===== config.mk =====
export PLATFORM = sky130hd
export DESIGN_NAME = pcpi_initiator
export DESIGN_NICKNAME = d
export VERILOG_FILES = /design/src/rtl/pcpi_initiator.sv
export SDC_FILE = /design/constraint.sdc
export NUM_CORES = 1
export LEC_CHECK = 0
export ABC_AREA = 0
export CAP_MARGIN = 40
export CORE_MARGIN = 1.5
export CORE_UTILIZATION = 35
export DETAILED_ROUTE_END_ITERATION = 6
export PLACE_DENSITY = 0.79
export RECOVER_POWER = 25
export SLEW_MARGIN = 20
export SYNTH_ARGS = -nofsm -noshare
export SYNTH_HDL_FRONTEND = slang
export SYNTH_SLANG_ARGS = --single-unit

===== constraint.sdc =====
create_clock -name clkIn -period 2.12 [get_ports clkIn]
set_input_delay 0.212 -clock clkIn [delete_from_list [all_inputs] [get_ports clkIn]]
set_output_delay 0.212 -clock clkIn [all_outputs]
set_load 0.05 [all_outputs]

===== src/rtl/pcpi_initiator.sv =====
// pcpi_initiator: takes one command (instruction + two operands) over a
// valid/ready interface, drives it onto a PCPI bus, waits for the coprocessor
// to complete or for the claim timeout, then returns result / write flag /
// timeout status over a valid/ready response interface.
//
// Ports:
//   clkIn, rstLowIn             clock (rising edge), async active-low reset
//   cmdValidIn/cmdReadyOut      command handshake
//   cmdInstIn/Rs1In/Rs2In       command payload
//   pcpiValidOut, pcpiInstOut,
//   pcpiRs1Out, pcpiRs2Out      PCPI request towards the coprocessor
//   pcpiWrIn, pcpiRdIn,
//   pcpiWaitIn, pcpiReadyIn     PCPI response from the coprocessor
//   rspValidOut/rspReadyIn      response handshake
//   rspDataOut, rspWrOut,
//   rspTimeoutOut               response payload
//   busyOut                     high whenever not IDLE
module pcpi_initiator #(
    parameter int unsigned TIMEOUT_CYCLES = 16,
    parameter int unsigned GAP_CYCLES     = 2
) (
    input  logic        clkIn,
    input  logic        rstLowIn,
    input  logic        cmdValidIn,
    output logic        cmdReadyOut,
    input  logic [31:0] cmdInstIn,
    input  logic [31:0] cmdRs1In,
    input  logic [31:0] cmdRs2In,
    output logic        pcpiValidOut,
    output logic [31:0] pcpiInstOut,
    output logic [31:0] pcpiRs1Out,
    output logic [31:0] pcpiRs2Out,
    input  logic        pcpiWrIn,
    input  logic [31:0] pcpiRdIn,
    input  logic        pcpiWaitIn,
    input  logic        pcpiReadyIn,
    output logic        rspValidOut,
    input  logic        rspReadyIn,
    output logic [31:0] rspDataOut,
    output logic        rspWrOut,
    output logic        rspTimeoutOut,
    output logic        busyOut
);

    localparam int unsigned TO_W  = 8;
    localparam int unsigned GAP_W = 4;
    localparam int unsigned XLEN  = 32;

    localparam logic [TO_W-1:0]  TO_LOAD  = TO_W'(TIMEOUT_CYCLES);
    localparam logic [GAP_W-1:0] GAP_LOAD = GAP_W'(GAP_CYCLES);

    typedef enum logic [1:0] {
        IDLE  = 2'd0,
        ISSUE = 2'd1,
        RESP  = 2'd2,
        GAP   = 2'd3
    } state_t;

    state_t            r_state, w_state_nxt;
    logic [TO_W-1:0]   r_to_cnt, w_to_cnt_nxt;
    logic [GAP_W-1:0]  r_gap_cnt, w_gap_cnt_nxt;
    logic              r_pcpi_valid, w_pcpi_valid_nxt;
    logic [XLEN-1:0]   r_inst, w_inst_nxt;
    logic [XLEN-1:0]   r_rs1, w_rs1_nxt;
    logic [XLEN-1:0]   r_rs2, w_rs2_nxt;
    logic              r_rsp_valid, w_rsp_valid_nxt;
    logic [XLEN-1:0]   r_rsp_data, w_rsp_data_nxt;
    logic              r_rsp_wr, w_rsp_wr_nxt;
    logic              r_rsp_to, w_rsp_to_nxt;
    logic              r_cmd_ready, w_cmd_ready_nxt;
    logic              r_busy, w_busy_nxt;

    // State and output registers; reset parks in GAP so the responder sees
    // valid low long enough to clear its edge detectors.
    always_ff @(posedge clkIn or negedge rstLowIn) begin
        if (!rstLowIn) begin
            r_state      <= GAP;
            r_to_cnt     <= '0;
            r_gap_cnt    <= GAP_LOAD;
            r_pcpi_valid <= 1'b0;
            r_inst       <= '0;
            r_rs1        <= '0;
            r_rs2        <= '0;
            r_rsp_valid  <= 1'b0;
            r_rsp_data   <= '0;
            r_rsp_wr     <= 1'b0;
            r_rsp_to     <= 1'b0;
            r_cmd_ready  <= 1'b0;
            r_busy       <= 1'b1;
        end else begin
            r_state      <= w_state_nxt;
            r_to_cnt     <= w_to_cnt_nxt;
            r_gap_cnt    <= w_gap_cnt_nxt;
            r_pcpi_valid <= w_pcpi_valid_nxt;
            r_inst       <= w_inst_nxt;
            r_rs1        <= w_rs1_nxt;
            r_rs2        <= w_rs2_nxt;
            r_rsp_valid  <= w_rsp_valid_nxt;
            r_rsp_data   <= w_rsp_data_nxt;
            r_rsp_wr     <= w_rsp_wr_nxt;
            r_rsp_to     <= w_rsp_to_nxt;
            r_cmd_ready  <= w_cmd_ready_nxt;
            r_busy       <= w_busy_nxt;
        end
    end

    // Next-state and next-output logic.
    always_comb begin
        w_state_nxt      = r_state;
        w_to_cnt_nxt     = r_to_cnt;
        w_gap_cnt_nxt    = r_gap_cnt;
        w_pcpi_valid_nxt = r_pcpi_valid;
        w_inst_nxt       = r_inst;
        w_rs1_nxt        = r_rs1;
        w_rs2_nxt        = r_rs2;
        w_rsp_valid_nxt  = r_rsp_valid;
        w_rsp_data_nxt   = r_rsp_data;
        w_rsp_wr_nxt     = r_rsp_wr;
        w_rsp_to_nxt     = r_rsp_to;

        unique case (r_state)
            IDLE: begin
                if (cmdValidIn && r_cmd_ready) begin
                    w_inst_nxt       = cmdInstIn;
                    w_rs1_nxt        = cmdRs1In;
                    w_rs2_nxt        = cmdRs2In;
                    w_pcpi_valid_nxt = 1'b1;
                    w_to_cnt_nxt     = TO_LOAD;
                    w_state_nxt      = ISSUE;
                end
            end

            // Ready beats wait beats timeout; wait keeps the claim alive forever.
            ISSUE: begin
                if (pcpiReadyIn) begin
                    w_rsp_data_nxt   = pcpiRdIn;
                    w_rsp_wr_nxt     = pcpiWrIn;
                    w_rsp_to_nxt     = 1'b0;
                    w_pcpi_valid_nxt = 1'b0;
                    w_rsp_valid_nxt  = 1'b1;
                    w_state_nxt      = RESP;
                end else if (pcpiWaitIn) begin
                    w_to_cnt_nxt = TO_LOAD;
                end else if (r_to_cnt == TO_W'(1)) begin
                    w_rsp_data_nxt   = '0;
                    w_rsp_wr_nxt     = 1'b0;
                    w_rsp_to_nxt     = 1'b1;
                    w_pcpi_valid_nxt = 1'b0;
                    w_rsp_valid_nxt  = 1'b1;
                    w_state_nxt      = RESP;
                end else begin
                    w_to_cnt_nxt = r_to_cnt - TO_W'(1);
                end
            end

            // Response held; PCPI inputs are deliberately not looked at here.
            RESP: begin
                if (rspReadyIn) begin
                    w_rsp_valid_nxt = 1'b0;
                    w_gap_cnt_nxt   = GAP_LOAD;
                    w_state_nxt     = GAP;
                end
            end

            // Enforced quiet period on pcpiValidOut between requests.
            GAP: begin
                if (r_gap_cnt <= GAP_W'(1)) begin
                    w_gap_cnt_nxt = '0;
                    w_state_nxt   = IDLE;
                end else begin
                    w_gap_cnt_nxt = r_gap_cnt - GAP_W'(1);
                end
            end

            default: begin
                w_state_nxt = GAP;
            end
        endcase
    end

    // Ready/busy registered from the upcoming state so they track the FSM.
    assign w_cmd_ready_nxt = (w_state_nxt == IDLE);
    assign w_busy_nxt      = (w_state_nxt != IDLE);

    assign cmdReadyOut   = r_cmd_ready;
    assign busyOut       = r_busy;
    assign pcpiValidOut  = r_pcpi_valid;
    assign pcpiInstOut   = r_inst;
    assign pcpiRs1Out    = r_rs1;
    assign pcpiRs2Out    = r_rs2;
    assign rspValidOut   = r_rsp_valid;
    assign rspDataOut    = r_rsp_data;
    assign rspWrOut      = r_rsp_wr;
    assign rspTimeoutOut = r_rsp_to;

endmodule


==> flow_summary.rst, run 1 <==
.. list-table::
   :header-rows: 1

   * - Metric
     - Value
   * - Status
     - completed
   * - Smallest hold slack
     - 0.320 ns
   * - Met2 Usage GRT
     - between 20 and 30%
   * - Synthesized instance count
     - 580
   * - Total non-filler cell area in the finished layout
     - just over 9000 µm²
   * - Synthesized area
     - 5770 µm²
   * - Final max-slew violation count
     - 0
   * - Worst hold path type
     - in -> reg
   * - Cell Chain, Critical Path
     - inv_1, ha_1, or4b_4, o21a_1, and3_2, a211o_1
   * - Power Density
     - between 1500 and 2000 nW/µm²
   * - Maximum number of pins on one net before global-route repair
     - 57
   * - Proportion of synthesized flip-flops having asynchronous set or reset
     - 100%
   * - Layer with the highest usage after global routing
     - met2
   * - Via-to-Cell Ratio
     - ~4.6
   * - Post-Syn Nets
     - around 720
   * - Die outline height
     - 131 µm
   * - Routed via count
     - 4973
   * - Logic depth of the worst register-to-register path
     - 6
   * - Relative slew slack
     - ~15%
   * - Met3 track demand over resource in global routing
     - 6.94%
   * - Max cap viols
     - 0
   * - Post-CTS setup repair buffer count
     - 0
   * - Seq/Total Area, Yosys
     - approximately 64%
   * - Cells taking the most area after synthesis
     - sky130_fd_sc_hd__dfrtp_1 (62%), sky130_fd_sc_hd__nand2_1 (19%), sky130_fd_sc_hd__a22o_1 (5.0%), sky130_fd_sc_hd__dfstp_2 (1.8%), sky130_fd_sc_hd__clkbuf_1 (1.4%)
   * - Initial standard-cell utilization of the core
     - 36.1%
   * - Skew-Pair Late Insertion Delay
     - 0.41 ns
   * - Worst Clk Skew
     - 0.0105 ns
   * - Fraction of power spent switching nets
     - 46.9%
   * - Placed Instance Area
     - 8760 µm²
   * - Utilization after layout
     - 58.3%
   * - Global Route met1 Usage
     - about a quarter
   * - Drc violations
     - 0
   * - Most frequent cells in the layout
     - sky130_fd_sc_hd__nand2_1 (293), sky130_fd_sc_hd__clkdlybuf4s50_1 (267), sky130_fd_sc_hd__dfrtp_1 (144), sky130_fd_sc_hd__a22o_1 (33), sky130_fd_sc_hd__clkbuf_16 (17)
   * - Overall power of the completed layout
     - 17.0 mW
   * - Part of the power in combinational logic
     - 53.8%
   * - Via count of the first global-routing pass
     - 5060
   * - Pre-CTS setup slack
     - 0.105 ns
   * - Arrival time at the worst endpoint
     - 2.33 ns
   * - Clock-pin slew on the worst setup and hold paths
     - 0.06 ns
   * - Boundary Pins
     - between 200 and 300
   * - Startpoint type of the worst setup path
     - flop
   * - Slew at the pin closest to its max-slew limit
     - around 1.3 ns
   * - # rows
     - 46
   * - Unrepaired setup endpoints after global routing
     - no
   * - CP peak stage delay
     - between 0.5 and 0.6 ns
   * - Initial drt markers
     - just over 200
   * - Number of synthesized flops with an enable pin
     - 0
   * - Post-detail-place hpwl
     - 10900 µm
   * - Top delay family on crit path
     - simple AND/OR/NAND/NOR gates
   * - Area fraction of the dominant cell type after synthesis
     - 62.5%
   * - Setup slack of the most critical reg-to-reg path
     - roughly 0.09 ns
   * - Endpoint class of the critical path
     - flop
   * - Setup violations, final
     - 0
   * - Reg-to-reg endpoint
     - r_to_cnt[5]$_DFFE_PN0P_
   * - Area of the core region
     - 16000 µm²
   * - Pre-antenna DRT Iters
     - 5
   * - Fill cell count
     - 1359
   * - Period minus WS final
     - 2.03 ns
   * - Antenna Nets Post-Route
     - 0
   * - Inst Count DP
     - roughly 1.0k
   * - Number of inserted diodes
     - 0
   * - First-pass GRT wire length
     - 25900 µm
   * - Pint
     - 9.02 mW
   * - Cell depth of the worst hold path
     - 3
   * - Crit path required time
     - 2.42 ns
   * - Finished Layout Cells
     - 1076
   * - Buffer cell driving the clock tree root
     - sky130_fd_sc_hd__clkbuf_16
   * - Most instantiated flip-flop cell in the synthesis netlist
     - sky130_fd_sc_hd__dfrtp_1
   * - Yosys top cell by area
     - sky130_fd_sc_hd__dfrtp_1
   * - NumNets Final
     - 988
   * - Port Buffers
     - 268
   * - Number of failing hold endpoints at the final stage
     - 0
   * - Layout cells sized above 1
     - 6.74%
   * - Per-instance average area after synthesis
     - 9.95 µm²
   * - TritonCTS clock tree
     - done
   * - Area growth from synthesis to layout
     - 61.8%
   * - Largest buffer count on any clock path
     - 2
   * - Largest driver fanout on the critical path
     - 6
   * - Area of the die
     - 17300 µm²
   * - Number of antenna violations at the first check in global routing
     - 0
   * - Post-Route Setup TNS
     - 0 ns
   * - Post-route setup slack
     - 0.0913 ns
   * - Global-route usage over all layers
     - 18.8%
   * - Number of buffers inserted during clock tree synthesis
     - 17
   * - RD Place Congestion
     - roughly 0.8
   * - Switching component of the power
     - around 8.0 mW
   * - Worst Hold Launch
     - cmdRs2In[30]
   * - Class of the most critical setup path
     - reg -> reg
   * - Width of the chip
     - 131 µm
   * - Sequential share of power
     - 28.8%
   * - End of the worst hold path
     - pcpiRs2Out[30]$_DFFE_PN0P_
   * - Clock H-tree levels
     - 4
   * - Number of storage elements in the synthesis netlist
     - between 100 and 150
   * - Number of distinct library cells after synthesis
     - 43
   * - Buffers & Inverters on Critical Path
     - 1
   * - Worst r2r src
     - r_to_cnt[1]$_DFFE_PN0P_
   * - Leakage power
     - roughly 4.4 nW
   * - Part of the power in the clock network
     - 17.4%
   * - Total number of yosys warnings
     - 0
   * - Peak supply drop
     - 0.000990 V
   * - Library cell contributing the largest single delay on the critical path
     - sky130_fd_sc_hd__or4b_4
   * - Leading cell type in the layout, fill and taps excluded
     - sky130_fd_sc_hd__nand2_1
   * - Post-DR wirelength/cell
     - 14.6 µm
   * - Number of clock sinks
     - 148
   * - Total overflow reported by the global router
     - 0
   * - Maximum achievable frequency
     - between 400 and 500 MHz
   * - Final critical-path share of the clock period
     - 95.7%
   * - Routed wire length
     - 15700 µm
## flip-flops by register name (all words and copies together) (netlist names)
name / flops
busyOut: 1
cmdReadyOut: 1
pcpiInstOut: 32
pcpiRs1Out: 32
pcpiRs2Out: 32
pcpiValidOut: 1
r_gap_cnt: 4
r_state: 2
r_to_cnt: 8
rspDataOut: 32
rspTimeoutOut: 1
rspValidOut: 1
rspWrOut: 1
## kinds of logic after synthesis
logic type / count (synthesis) / share of synthesized area [%]
buffers and inverters: 40 / 3.10
AND/OR/NAND/NOR: 323 / 22.4
AO/OA/AOI/OAI: 63 / 9.04
adder cells (fa/ha/maj): 4 / 0.868
flip-flops: 148 / 64.3
XOR/XNOR: 1 / 0.152
multiplexers: 1 / 0.174
## area by class of cell
type                            count  area, µm²  area share, %
Timing Repair Buffer              280       2840           30.5
Sequential cell                   148       3710           39.7
Clock inverter                     11        126           1.35
Tap cell                          216        270           2.90
Clock buffer                       19        453           4.85
Inverter                           10       37.5          0.402
Multi-Input combinational cell    392       1900           20.3
## routing by layer
layer / part of all wire, % / routed length (µm)
met1: 43 / 6670
met2: 47 / 7340
met3: 8.6 / 1350
met4: 2.0 / 318
met5: 0 / 0
## tightest hold or removal path, stage by stage
cell	delay, ns
sky130_fd_sc_hd__clkdlybuf4s50_1	0.39
sky130_fd_sc_hd__nand2_1	0.05
sky130_fd_sc_hd__nand2_1	0.04
## what timing repair did
item,in CTS,in global routing
setup endpoints to repair,0,5
hold endpoints to repair,42,0
resized for setup,0,2
hold buffers,1,0
## worst max path at each step
| stage | startpoint | to | slack [ns] | cells past startpoint |
|---|---|---|---|---|
| final | r_to_cnt[1]$_DFFE_PN0P_ | r_to_cnt[5]$_DFFE_PN0P_ | 0.09 | 6 |
| after global routing | r_to_cnt[1]$_DFFE_PN0P_ | r_to_cnt[7]$_DFFE_PN0P_ | 0.01 | 6 |
| after CTS | r_to_cnt[1]$_DFFE_PN0P_ | r_to_cnt[7]$_DFFE_PN0P_ | 0.07 | 6 |
| after detailed placement | r_to_cnt[1]$_DFFE_PN0P_ | r_to_cnt[6]$_DFFE_PN0P_ | 0.10 | 6 |
| after global placement | r_to_cnt[1]$_DFFE_PN0P_ | r_to_cnt[3]$_DFFE_PN0P_ | 0.16 | 6 |
| after floorplan | cmdReadyOut$_DFF_PN0_ | pcpiRs2Out[13]$_DFFE_PN0P_ | 0.21 | 7 |
## power groups by stage
stage	combinational [mW]	sequential, mW	clock, mW
floorplan	1.88	8.91	0
global placement	9.07	4.91	0
detailed placement	9.21	4.92	0
CTS	9.23	4.91	3.03
global route	9.64	5.07	3.16
finish	9.14	4.89	2.96
## synthesized netlist by cell type (all sizes together) (2+ instances only)
cell / instances
a211o: 3
a21oi: 4
a22o: 34
a2bb2oi: 2
and2: 3
and3: 2
buf: 9
clkbuf: 21
dfrtp: 144
dfstp: 4
ha: 4
inv: 10
nand2: 293
nand3: 3
nor2: 4
nor2b: 2
nor3: 7
o21a: 4
o21ai: 7
or3: 5
No activity file was read; power rests on OpenSTA's default activity.
==> inputs of run 2 (changes only) <==
==> constraint.sdc (replaced) <==
create_clock -name clkIn -period 2.18 [get_ports clkIn]
set_input_delay 0.218 -clock clkIn [delete_from_list [all_inputs] [get_ports clkIn]]
set_output_delay 0.218 -clock clkIn [all_outputs]
set_load 0.05 [all_outputs]
==> flow_summary.rst, run 2 (synthesized netlist as in run 1, its figures left out) <==
.. list-table::
   :header-rows: 1

   * - Metric
     - Value
   * - Width of the chip
     - 131 µm (unchanged)
   * - Startpoint type of the worst setup path
     - flop
   * - Layout cells sized above 1
     - 6.50% (-0.24 points)
   * - # rows
     - 46 (unchanged)
   * - Largest driver fanout on the critical path
     - 6 (unchanged)
   * - Multi-input gate area
     - 1890 µm² (-0.26%)
   * - Unrepaired setup endpoints after global routing
     - no
   * - Fill cell count
     - 1386 (+2.0%)
   * - Utilization after layout
     - 58.1% (-0.29 points)
   * - Antenna Nets Post-Route
     - 0 (unchanged)
   * - Period minus WS final
     - 2.00 ns (-0.0262 ns)
   * - Final max-slew violation count
     - 61 (+61)
   * - Post-detail-place hpwl
     - 11100 µm (+2.4%)
   * - Initial drt markers
     - 188 (-9.2%)
   * - Area of the die
     - 17300 µm² (unchanged)
   * - Global-route usage over all layers
     - 19.0% (+0.20 points)
   * - Die outline height
     - 131 µm (unchanged)
   * - Violations in the final reports
     - capacitance limit, slew limit
   * - RD Place Congestion
     - 0.788 (+0.70%)
   * - Most frequent cells in the layout
     - sky130_fd_sc_hd__nand2_1 (293), sky130_fd_sc_hd__clkdlybuf4s50_1 (267), sky130_fd_sc_hd__dfrtp_1 (144), sky130_fd_sc_hd__a22o_1 (33), sky130_fd_sc_hd__clkbuf_16 (17)
   * - Sequential share of power
     - 29.1% (+0.3 points)
   * - Part of the power in combinational logic
     - 54.1% (+0.3 points)
   * - Maximum achievable frequency
     - 499 MHz (+1.3%)
   * - Boundary Pins
     - 269 (unchanged)
   * - Library cell contributing the largest single delay on the critical path
     - sky130_fd_sc_hd__or4b_4
   * - Power Density
     - 1770 nW/µm² (-3.0%)
   * - Crit path required time
     - 2.47 ns (+0.05 ns)
   * - Slew at the pin closest to its max-slew limit
     - 1.56 ns (+0.278 ns)
   * - Top delay family on crit path
     - compound AO/OA/AOI/OAI gates
   * - Pre-antenna DRT Iters
     - 4 (-1)
   * - Drc violations
     - 0 (unchanged)
   * - Leakage power
     - 4.40 nW (about the same)
   * - Number of inserted diodes
     - 0 (unchanged)
   * - Seq. cell area
     - 3710 µm² (unchanged)
   * - Number of failing hold endpoints at the final stage
     - 0 (unchanged)
   * - Max cap viols
     - 1 (+1)
   * - Endpoint class of the critical path
     - flop
   * - Worst hold path type
     - in -> reg
   * - Largest buffer count on any clock path
     - 2 (unchanged)
   * - Skew-Pair Late Insertion Delay
     - 0.41 ns (about the same)
   * - Clock H-tree levels
     - 4 (unchanged)
   * - Status
     - complete, but fails checks
   * - Number of antenna violations at the first check in global routing
     - 0 (unchanged)
   * - Routed via count
     - 4987 (+0.28%)
   * - Total overflow reported by the global router
     - 0 (unchanged)
   * - Worst Clk Skew
     - 0.00538 ns (-0.00512 ns)
   * - Final critical-path share of the clock period
     - 91.9% (-3.8 points)
   * - Port Buffers
     - 268 (unchanged)
   * - Number of buffers inserted during clock tree synthesis
     - 17 (unchanged)
   * - Part of the power in the clock network
     - 16.8% (-0.6 points)
   * - Routed wire length
     - 15900 µm (+1.2%)
   * - Buffers & Inverters on Critical Path
     - 1 (unchanged)
   * - First-pass GRT wire length
     - 26300 µm (+1.5%)
   * - Peak supply drop
     - 0.00105 V (+6.4%)
   * - Arrival time at the worst endpoint
     - 2.30 ns (-0.03 ns)
   * - Area growth from synthesis to layout
     - 61.0%
   * - Post-Route Setup TNS
     - 0 ns (unchanged)
   * - Class of the most critical setup path
     - reg -> reg
   * - Pint
     - 8.65 mW (-4.2%)
   * - Area of the core region
     - 16000 µm² (unchanged)
   * - Switching component of the power
     - 7.76 mW (-2.7%)
   * - Initial standard-cell utilization of the core
     - 36.1% (unchanged)
   * - Clock-pin slew on the worst setup and hold paths
     - 0.06 ns (about the same)
   * - Via-to-Cell Ratio
     - 4.63 (+0.19%)
   * - Buffer cell driving the clock tree root
     - sky130_fd_sc_hd__clkbuf_16
   * - Post-DR wirelength/cell
     - 14.7 µm (+1.2%)
   * - CTS resizes
     - 0 (unchanged)
   * - TritonCTS clock tree
     - done
   * - Setup violations, final
     - 0 (unchanged)
   * - Relative slew slack
     - -3.74% (-19 points)
   * - CP peak stage delay
     - 0.50 ns (about the same)
   * - Number of clock sinks
     - 148 (unchanged)
   * - Cell Chain, Critical Path
     - inv_1, ha_1, or4b_4, o21ai_1, nor3_1, a211o_1
   * - Fraction of power spent switching nets
     - 47.3% (+0.38 points)
   * - NumNets Final
     - 988 (unchanged)
   * - Leading cell type in the layout, fill and taps excluded
     - sky130_fd_sc_hd__nand2_1
   * - Via count of the first global-routing pass
     - 5144 (+1.7%)
   * - Maximum number of pins on one net before global-route repair
     - 68 (+19%)
[run 2: changes by cell type in the layout (fill, tap and decap cells not counted), sizes merged]
cell	before	now
bufinv	2	1
clkinvlp	4	1
clkbuf	22	23
clkinv	2	6
[run 2: stage by stage]
step           power [mW]  area [µm²]  setup slack [ns]  hold WS, ns  instances
2_1_floorplan        10.5        5770             0.273      -0.0776        580
3_3_place_gp         13.6        8740             0.221        0.248       1044
3_5_place_dp         13.7        8740             0.179        0.253       1044
4_1_cts              16.6        9310             0.177        0.305       1076
5_1_grt              17.3        9290            0.0660        0.331       1077
6_report             16.4        9290             0.177        0.331       1077
[run 2: metal layers]
metal  up-vias  share of wire, %  GRT usage [%]
li1       2410                 -              -
met1      2353                42           23.7
met2       203                47           30.6
met3        21               8.6           6.71
met4         0               1.9           6.98
met5         -                 0              0
[run 2: repair_timing]
action                                  4_1_cts  5_1_grt
endpoints found under the setup margin        0        0
setup buffers                                 0        0
hold endpoints to repair                     53        0
hold buffers                                  1        0
[run 2: layout make-up]
type                       instances  area share, %
clock buffer                      20           4.92
clock inverter                    11           1.09
inverter                          10          0.404
multi-input combinational        392           20.4
sequential                       148           39.9
tap                              216           2.91
timing repair buffer             280           30.4
[run 2: worst reg2reg max path: cells and delay by family (launching register included)]
kind / cells / cell delay, ns
fa+ha+maj: 1 / 0.13
flops: 1 / 0.41
buf+inv: 1 / 0.09
simple gates: 2 / 0.63
compound gates: 2 / 0.65
[run 2: final timing paths]
kind	startpoint	to	slack, ns	cells past startpoint
max	r_to_cnt[1]$_DFFE_PN0P_	r_to_cnt[7]$_DFFE_PN0P_	0.18	6
min	cmdInstIn[18]	pcpiInstOut[18]$_DFFE_PN0P_	0.33	3
max reg2reg	r_to_cnt[1]$_DFFE_PN0P_	r_to_cnt[7]$_DFFE_PN0P_	0.18	6
min reg2reg	pcpiRs2Out[17]$_DFFE_PN0P_	pcpiRs2Out[17]$_DFFE_PN0P_	0.47	2
max in group asynchronous	rstLowIn	busyOut$_DFF_PN1_	0.36	3
min in group asynchronous	rstLowIn	pcpiRs2Out[13]$_DFFE_PN0P_	0.76	2
[run 2: power by group through the flow]
stage / sequential (mW) / clock (mW) / combinational, mW
4_1_cts: 4.78 / 2.84 / 8.96
2_1_floorplan: 8.67 / 0 / 1.83
5_1_grt: 4.94 / 2.96 / 9.39
3_3_place_gp: 4.76 / 0 / 8.80
3_5_place_dp: 4.79 / 0 / 8.95
6_report: 4.78 / 2.76 / 8.88
